`src/rtl/z80fi_sched_pkg.sv`:
```
// Shared types and widths for the Z80FI check scheduler and its trace filters.
package z80fi_sched_pkg;

  localparam int SCHED_CNT_W = 16;
  localparam int INSN_W      = 32;

  typedef enum logic [1:0] {
    HOLD    = 2'd0,
    RUN     = 2'd1,
    DONE    = 2'd2,
    TIMEOUT = 2'd3
  } sched_state_t;

endpackage

```
`src/rtl/z80fi_insn_match.sv`:
```
// Masked opcode compare: hit when every bit selected by the mask equals the pattern.
module z80fi_insn_match
  import z80fi_sched_pkg::*;
(
  input  logic [INSN_W-1:0] i_insn,
  input  logic [INSN_W-1:0] i_match,
  input  logic [INSN_W-1:0] i_mask,
  output logic              o_hit
);

  // An all-zero mask selects no bits, so every instruction is a hit.
  assign o_hit = ((i_insn ^ i_match) & i_mask) == '0;

endmodule

```
`src/rtl/z80fi_check_sched.sv`:
```
// Schedules one instruction check on the Z80FI retirement trace: holds the core
// in reset, then pulses check on the first eligible matching retirement.
module z80fi_check_sched
  import z80fi_sched_pkg::*;
#(
  parameter int unsigned RESET_CYCLES = 2,
  parameter int unsigned CHECK_INSN   = 20,
  parameter int unsigned MAX_CYCLES   = 200
) (
  input  logic                   i_clk,
  input  logic                   i_reset,
  input  logic                   i_z80fi_valid,
  input  logic [INSN_W-1:0]      i_z80fi_insn,
  input  logic [INSN_W-1:0]      i_insn_match,
  input  logic [INSN_W-1:0]      i_insn_mask,
  output logic                   o_core_reset,
  output logic                   o_check,
  output logic [SCHED_CNT_W-1:0] o_retire_count,
  output logic                   o_done,
  output logic                   o_timeout
);

  localparam logic [7:0]             HOLD_LAST = 8'(RESET_CYCLES - 1);
  localparam logic [SCHED_CNT_W-1:0] CYC_LAST  = SCHED_CNT_W'(MAX_CYCLES - 1);
  localparam logic [SCHED_CNT_W-1:0] CNT_MAX   = '1;

  sched_state_t           r_state;
  logic [7:0]             r_hold_cnt;
  logic [SCHED_CNT_W-1:0] r_cycle_cnt;
  logic [SCHED_CNT_W-1:0] r_retire_cnt;
  logic                   r_core_reset;
  logic                   r_done;
  logic                   r_timeout;

  logic                   w_hit;
  logic                   w_eligible;
  logic                   w_qualify;
  logic                   w_count;
  logic [SCHED_CNT_W-1:0] w_retire_next;

  z80fi_insn_match u_match (
    .i_insn  (i_z80fi_insn),
    .i_match (i_insn_match),
    .i_mask  (i_insn_mask),
    .o_hit   (w_hit)
  );

  // Eligibility uses the pre-increment count, so retirement N is compared as N.
  assign w_eligible    = 32'(r_retire_cnt) >= CHECK_INSN;
  assign w_qualify     = (r_state == RUN) && i_z80fi_valid && w_eligible && w_hit;
  assign w_count       = i_z80fi_valid && ((r_state == RUN) || (r_state == DONE));
  assign w_retire_next = (r_retire_cnt == CNT_MAX) ? r_retire_cnt : r_retire_cnt + 1'b1;

  always_ff @(posedge i_clk) begin
    if (i_reset) begin
      r_state      <= HOLD;
      r_hold_cnt   <= '0;
      r_cycle_cnt  <= '0;
      r_retire_cnt <= '0;
      r_core_reset <= 1'b1;
      r_done       <= 1'b0;
      r_timeout    <= 1'b0;
    end else begin
      case (r_state)
        HOLD: begin
          if (r_hold_cnt == HOLD_LAST) begin
            r_state      <= RUN;
            r_core_reset <= 1'b0;
          end else begin
            r_hold_cnt <= r_hold_cnt + 1'b1;
          end
        end
        RUN: begin
          r_cycle_cnt <= r_cycle_cnt + 1'b1;
          if (w_count) r_retire_cnt <= w_retire_next;
          // A qualifying retirement beats a budget expiry in the same cycle.
          if (w_qualify) begin
            r_state <= DONE;
            r_done  <= 1'b1;
          end else if (r_cycle_cnt == CYC_LAST) begin
            r_state   <= TIMEOUT;
            r_timeout <= 1'b1;
          end
        end
        DONE: begin
          if (w_count) r_retire_cnt <= w_retire_next;
        end
        TIMEOUT: begin
          r_state <= TIMEOUT;
        end
        default: r_state <= HOLD;
      endcase
    end
  end

  assign o_check        = w_qualify && !i_reset;
  assign o_core_reset   = r_core_reset;
  assign o_retire_count = r_retire_cnt;
  assign o_done         = r_done;
  assign o_timeout      = r_timeout;

endmodule
```
`config.mk`:
```
export PLATFORM = sky130hd
export DESIGN_NAME = z80fi_check_sched
export DESIGN_NICKNAME = d
export VERILOG_FILES = /design/src/rtl/z80fi_sched_pkg.sv /design/src/rtl/z80fi_insn_match.sv /design/src/rtl/z80fi_check_sched.sv
export SDC_FILE = /design/constraint.sdc
export NUM_CORES = 1
export LEC_CHECK = 0
export ABC_AREA = 1
export CAP_MARGIN = 20
export CORE_ASPECT_RATIO = 0.9
export CORE_UTILIZATION = 42
export CTS_BUF_LIST = sky130_fd_sc_hd__clkbuf_4 sky130_fd_sc_hd__clkbuf_8
export DETAILED_ROUTE_END_ITERATION = 8
export PLACE_DENSITY_LB_ADDON = 0.12
export SETUP_SLACK_MARGIN = 0.4
export SLEW_MARGIN = 25
export SYNTH_ARGS = -nofsm -noshare
export SYNTH_HDL_FRONTEND = slang
export SYNTH_SLANG_ARGS = --single-unit
```
`constraint.sdc`:
```
create_clock -name i_clk -period 2.1 [get_ports i_clk]
set_input_delay 0.21 -clock i_clk [delete_from_list [all_inputs] [get_ports i_clk]]
set_output_delay 0.21 -clock i_clk [all_outputs]
set_load 0.005 [all_outputs]
```
==> results.json, run 1 <==
{
  "start_util_pct": 43.95,
  "syn_inst": 526,
  "final_common_cell": "nand2_1",
  "core_um2": 7148,
  "dp_slack_ns": -0.3681,
  "num_antenna_cells": 0,
  "ir_drop_mv": 0.3606,
  "met1_usage_pct": 26.90,
  "via_per_inst": 5.078,
  "avgSynthCellArea_um2": 5.973,
  "end_kind": "flop",
  "first_pass_iters": 4,
  "fp-row-count": 29,
  "hold_class": "reg -> reg",
  "grt_setup_unrepaired": "yes",
  "clockPowerShare_pct": 19.4,
  "pwr-share-comb_pct": 45.9,
  "yosysSeqAreaShare_pct": 28.67,
  "holdBufCountCts": 0,
  "cp-start-kind": "flop",
  "cp_cell_sequence": "ha_4, inv_4, nor4_4, nand4_2, nand2_4, nand2_8, clkinv_8, o21ai_0, nand2_1, nor2_1",
  "cts_root_buf": "clkbuf_8",
  "required_ns": 2.31,
  "cts.sinks": 45,
  "fin_ws_ns": 0.3020,
  "synth_cell_types": 36,
  "drive_above_1_share_pct": 25.32,
  "cts_buffers": 5,
  "multi_input_area_um2": 2297,
  "leakage_nw": 2.603,
  "nNetsFinal": 805,
  "grt_use_total_pct": 25.02,
  "p_seq_share_pct": 34.8,
  "hpwl_um": 7293,
  "ys_ff_latch": 45,
  "seq_area_um2": 927.1,
  "syn_nets": 633,
  "area_delta_synth_final_pct": 72.60,
  "drt_wl_total_um": 10410,
  "die_h_um": 84.05,
  "yosysWarningCount": 0,
  "min_period_over_period_pct": 85.62,
  "nFillCells": 545,
  "wire_per_inst_um": 13.14,
  "ant_nets": 0,
  "port_buffers": 118,
  "skew_ns": 0.01575,
  "grt_pass1_wl_um": 16040,
  "grt_pass1_vias": 3858,
  "htreeDepth": 2,
  "clk_latency_ns": 0.31,
  "gr-total-overflow": 0,
  "crit_fanout": 7,
  "fp.dieArea_um2": 7831,
  "fp.dieW_um": 93.17,
  "fmax_mhz": 556.2,
  "num_vias": 4022,
  "syn-cell-area_um2": 3142,
  "cts_tree": "done",
  "cp_slowest_cell": "dfxtp_4",
  "status": "finished clean",
  "drv_cap": 0,
  "slew_viol_final": 0,
  "grt_use_met2_pct": 47.26,
  "slew_headroom_pct": 67.92,
  "cp_data_arrival_time_ns": 2.00,
  "mostFrequentLayoutCells": "nand2_1, inv_1, clkdlybuf4s50_1",
  "cp_slowest_stage_delay_ns": 0.39,
  "antenna_found_initial": 0,
  "grt.met3_usage_pct": 5.647,
  "tightest_slew_ns": 0.4813,
  "crit_type": "reg -> reg",
  "io_pins": 119,
  "gp_congestion": 0.8514,
  "final_util_pct": 75.86,
  "setup_viol": 0,
  "netSwitchingPower_mw": 1.136,
  "grt.busiest_layer": "met2",
  "p_sw_share_pct": 38.65,
  "powerDensity_nw_per_um2": 541.7,
  "hold_slack_ns": 0.4507,
  "clockBufferDepth": 2,
  "drc": 0,
  "p_int_mw": 1.802,
  "hold_violations": 0,
  "grt_max_degree": 16,
  "layout_min_cycle_time_ns": 1.798,
  "drt_iter0_drc": 163,
  "clk_pin_slew_ns": 0.10
}
-- cell usage after synthesis (all sizes together) --
master	count	area, um^2
buf	4	35.03
nand4	9	62.56
nand3b	1	7.510
inv	99	371.6
o21ai	24	120.1
a211oi	1	7.510
nand2	145	556.8
dfxtp	45	900.9
or2	4	25.03
nand3	50	250.2
nor3	17	90.09
ha	8	100.1
nor4	8	65.06
o31ai	2	15.01
clkinv	3	12.51
o21a	2	15.01
xor2	8	70.07
clkbuf	3	11.26
a21oi	28	151.4
a31oi	1	6.260
nor2	58	220.2
o2111ai	2	17.52
nor3b	4	30.03
-- cells by family (layout without fill, tap and decap cells) --
kind of cell / Yosys count / after routing / synth area share (%)
and+or+nand+nor: 296 / 297 / 41.62
buffers and inverters: 109 / 281 / 13.70
AOI/OAI and AO/OA: 60 / 60 / 10.59
DFF: 45 / 45 / 28.67
adders and majority gates: 8 / 8 / 3.186
xor gates and xnor gates: 8 / 8 / 2.230
-- critical path, delay by kind of cell (launching register included) --
family                   cells  cell delay (ns)
AO/OA/AOI/OAI                1             0.09
buffers and inverters        2             0.14
adder cells (fa/ha/maj)      1             0.15
flip-flops                   1             0.39
AND/OR/NAND/NOR              6             0.89
-- state kept, by name, summed over array words and instances (netlist names) --
signal,cells
r_cycle_cnt,16
o_retire_count,16
r_hold_cnt,8
o_core_reset,1
o_done,1
o_timeout,1
r_state,2
-- timing repair --
action | CTS | global route
gates cloned | 2 | 0
setup endpoints to repair | 27 | 32
resized for setup | 82 | 117
pin swaps | 26 | 40
setup buffers | 8 | 17
-- through the flow --
stage / power [mW] / cells / instance area [um^2] / TNS [ns]
after floorplan: 1.528 / 526 / 3142 / 0
after global placement: 1.888 / 757 / 4596 / -0.2951
after detailed placement: 1.916 / 757 / 4596 / -0.3681
after CTS: 2.578 / 775 / 4915 / 0
after global routing: 3.120 / 792 / 5423 / 0
final: 2.938 / 792 / 5423 / 0
-- layer usage --
layer	share of wire, %	up-vias
met5	0	-
li1	-	2011
met3	4.8	26
met2	54	123
met1	39	1862
met4	2.7	0
-- power by group through the flow --
stage / Combinational, mW / Clock [mW] / Sequential (mW)
6_report: 1.35 / 0.569 / 1.02
5_1_grt: 1.47 / 0.620 / 1.03
3_3_place_gp: 0.885 / 0 / 1.00
3_5_place_dp: 0.908 / 0 / 1.01
2_1_floorplan: 0.532 / 0 / 0.996
4_1_cts: 1.00 / 0.574 / 0.999
-- path summary, 6_finish.rpt --
check                           depth (start not counted)                 to  slack [ns]              start
worst min-delay path                                    2       o_core_reset        0.45       o_core_reset
worst min register to register                          2       o_core_reset        0.45       o_core_reset
worst max register to register                         10  o_retire_count[3]        0.30  o_retire_count[0]
worst max-delay path                                   10  o_retire_count[3]        0.30  o_retire_count[0]
-- layout make-up --
class	count	area share, %
clock inverter	3	0.3922
timing repair inverter	1	0.1154
clock buffer	5	1.269
tap	93	2.146
timing repair buffer	170	29.19
inverter	102	7.430
sequential	45	17.10
multi-input combinational	373	42.36
Power figures use the tool's default switching activity.
==> run 2, diff against run 1 <==
- TNS_END_PERCENT: default -> 30
- clock period: 2.1 -> 1.7 ns (I/O delays scaled with it)
==> run 2 against run 1 <==
  * The flow now finishes with violations (setup timing)
  * Power up 46%
  * Cell count up 5.7%
  * Register-to-register slack worse by 0.43 ns
  * Sequential power up 24%
  * Critical path type unchanged
  * Largest power group unchanged
  * Highest routed layer unchanged
==> results.json, run 2 (synthesis results as in run 1) <==
{
  "first_pass_iters": 5,
  "clk_latency_ns": 0.32,
  "drt_wl_total_um": 12630,
  "netSwitchingPower_mw": 1.596,
  "path_delay_family": "simple AND/OR/NAND/NOR gates",
  "fp.dieW_um": 93.17,
  "layout_min_cycle_time_ns": 1.831,
  "num_vias": 4385,
  "met1_usage_pct": 32.55,
  "fmax_mhz": 546.1,
  "cts_root_buf": "clkbuf_8",
  "hpwl_um": 7783,
  "cp_slowest_stage_delay_ns": 0.34,
  "fp.dieArea_um2": 7831,
  "port_buffers": 118,
  "htreeDepth": 2,
  "tightest_slew_ns": 0.4899,
  "hold_slack_ns": 0.4451,
  "grt_max_degree": 28,
  "gr-total-overflow": 0,
  "skew_ns": 0.02072,
  "p_int_mw": 2.707,
  "drv_cap": 0,
  "cts.sinks": 45,
  "grt_use_total_pct": 30.27,
  "min_period_over_period_pct": 107.7,
  "powerDensity_nw_per_um2": 722.2,
  "status": "finished with violations",
  "via_per_inst": 5.239,
  "cp_cell_sequence": "inv_2, ha_4, buf_6, nand2_4, nor2_4, nand2_2, nor2_4, nand2_4, nor2_4, nand4_1, nor3_2, nor3_1",
  "slew_viol_final": 0,
  "io_pins": 119,
  "crit_type": "reg -> reg",
  "core_um2": 7148,
  "cts_tree": "done",
  "p_seq_share_pct": 29.3,
  "mostFrequentLayoutCells": "nand2_1, inv_1, buf_4",
  "path_common_cell": "nor2_4",
  "cp_slowest_cell": "dfxtp_2",
  "grt_use_met2_pct": 57.22,
  "drt_iter0_drc": 183,
  "nNetsFinal": 850,
  "gp_congestion": 0.8782,
  "required_ns": 1.89,
  "final_util_pct": 83.35,
  "grt_pass1_wl_um": 18880,
  "slew_headroom_pct": 67.09,
  "grt.busiest_layer": "met2",
  "path_buf_inv": 2,
  "clockBufferDepth": 2,
  "leakage_nw": 3.017,
  "final_common_cell": "nand2_1",
  "start_util_pct": 43.95,
  "num_antenna_cells": 0,
  "grt_pass1_vias": 4252,
  "area_delta_synth_final_pct": 89.65,
  "cp_data_arrival_time_ns": 2.02,
  "grt.met3_usage_pct": 6.011,
  "clk_pin_slew_ns": 0.10,
  "die_h_um": 84.05,
  "wire_per_inst_um": 15.09,
  "p_sw_share_pct": 37.09,
  "hold_class": "reg -> reg",
  "antenna_found_initial": 0,
  "violations": "setup timing",
  "ant_nets": 0,
  "ir_drop_mv": 0.6362,
  "end_kind": "flop",
  "fin_ws_ns": -0.1313,
  "clockPowerShare_pct": 23.6,
  "cts_buffers": 5,
  "drive_above_1_share_pct": 34.95,
  "crit_fanout": 3,
  "pwr-share-comb_pct": 47.1,
  "fp-row-count": 29,
  "grt_setup_unrepaired": "yes",
  "cp-start-kind": "flop",
  "drc": 0,
  "final.setup.tns_ns": -0.6229,
  "hold_violations": 0,
  "setup_viol": 11
}
run 2: cell types whose count changed in the layout (fill, tap and decap cells not counted), moves of 4 or more:
cell             change
inv_1                -4
dlymetal6s2s_1       -6
o21ai_2              +9
o21ai_0              -6
buf_6                +7
nand2_4              +7
nand2_1             -15
clkdlybuf4s50_1     -13
buf_4               +36
nand2_2              +8
dlygate4sd2_1       +22
run 2: layout make-up:
type	count	area [um^2]
multi-input combinational	372	2402
timing repair buffer	216	1957
fill	425	1190
sequential	45	935.9
inverter	102	400.4
tap	93	116.4
clock buffer	5	68.82
clock inverter	3	68.82
timing repair inverter	1	8.758
run 2: worst paths after layout:
| path | to | depth (start not counted) | startpoint | slack [ns] |
|---|---|---|---|---|
| max | r_cycle_cnt[13] | 12 | r_state[1] | -0.13 |
| min | o_core_reset | 2 | o_core_reset | 0.45 |
| max reg2reg | r_cycle_cnt[13] | 12 | r_state[1] | -0.13 |
| min reg2reg | o_core_reset | 2 | o_core_reset | 0.45 |
run 2: what timing repair did:
| action | 4_1_cts | 5_1_grt |
|---|---|---|
| hold buffers | 0 | 0 |
| setup buffers | 18 | 9 |
| pin swaps | 62 | 41 |
| endpoints found under the hold margin | 0 | 0 |
| endpoints found under the setup margin | 60 | 44 |
| gates cloned | 2 | 0 |
| gates resized for setup | 181 | 60 |
run 2: worst min-delay path: cells and delay by family, from the launching register on:
kind             cells  cell delay [ns]
DFF                  1             0.33
and+or+nand+nor      2             0.08
run 2: through the flow:
step / instance area [um^2] / total power, mW / std cells / setup WS (ns)
4_1_cts: 5692 / 4.076 / 828 / -0.06000
2_1_floorplan: 3211 / 1.940 / 526 / 0.06235
5_1_grt: 5958 / 4.489 / 837 / -0.2295
3_3_place_gp: 5009 / 2.523 / 800 / -0.4786
6_report: 5958 / 4.303 / 837 / -0.1313
3_5_place_dp: 5009 / 2.568 / 800 / -0.5182
run 2: power by group through the flow:
stage,sequential (mW),clock (mW),combinational (mW)
after floorplan,1.26,0,0.682
after global placement,1.26,0,1.26
after detailed placement,1.27,0,1.30
after CTS,1.25,1.00,1.82
after global routing,1.27,1.07,2.15
final,1.26,1.02,2.02
run 2: routing by layer:
layer / wire (um) / up-vias
li1: - / 2108
met1: 4589 / 2018
met2: 6695 / 207
met3: 753 / 52
met4: 589 / 0
met5: 0 / -
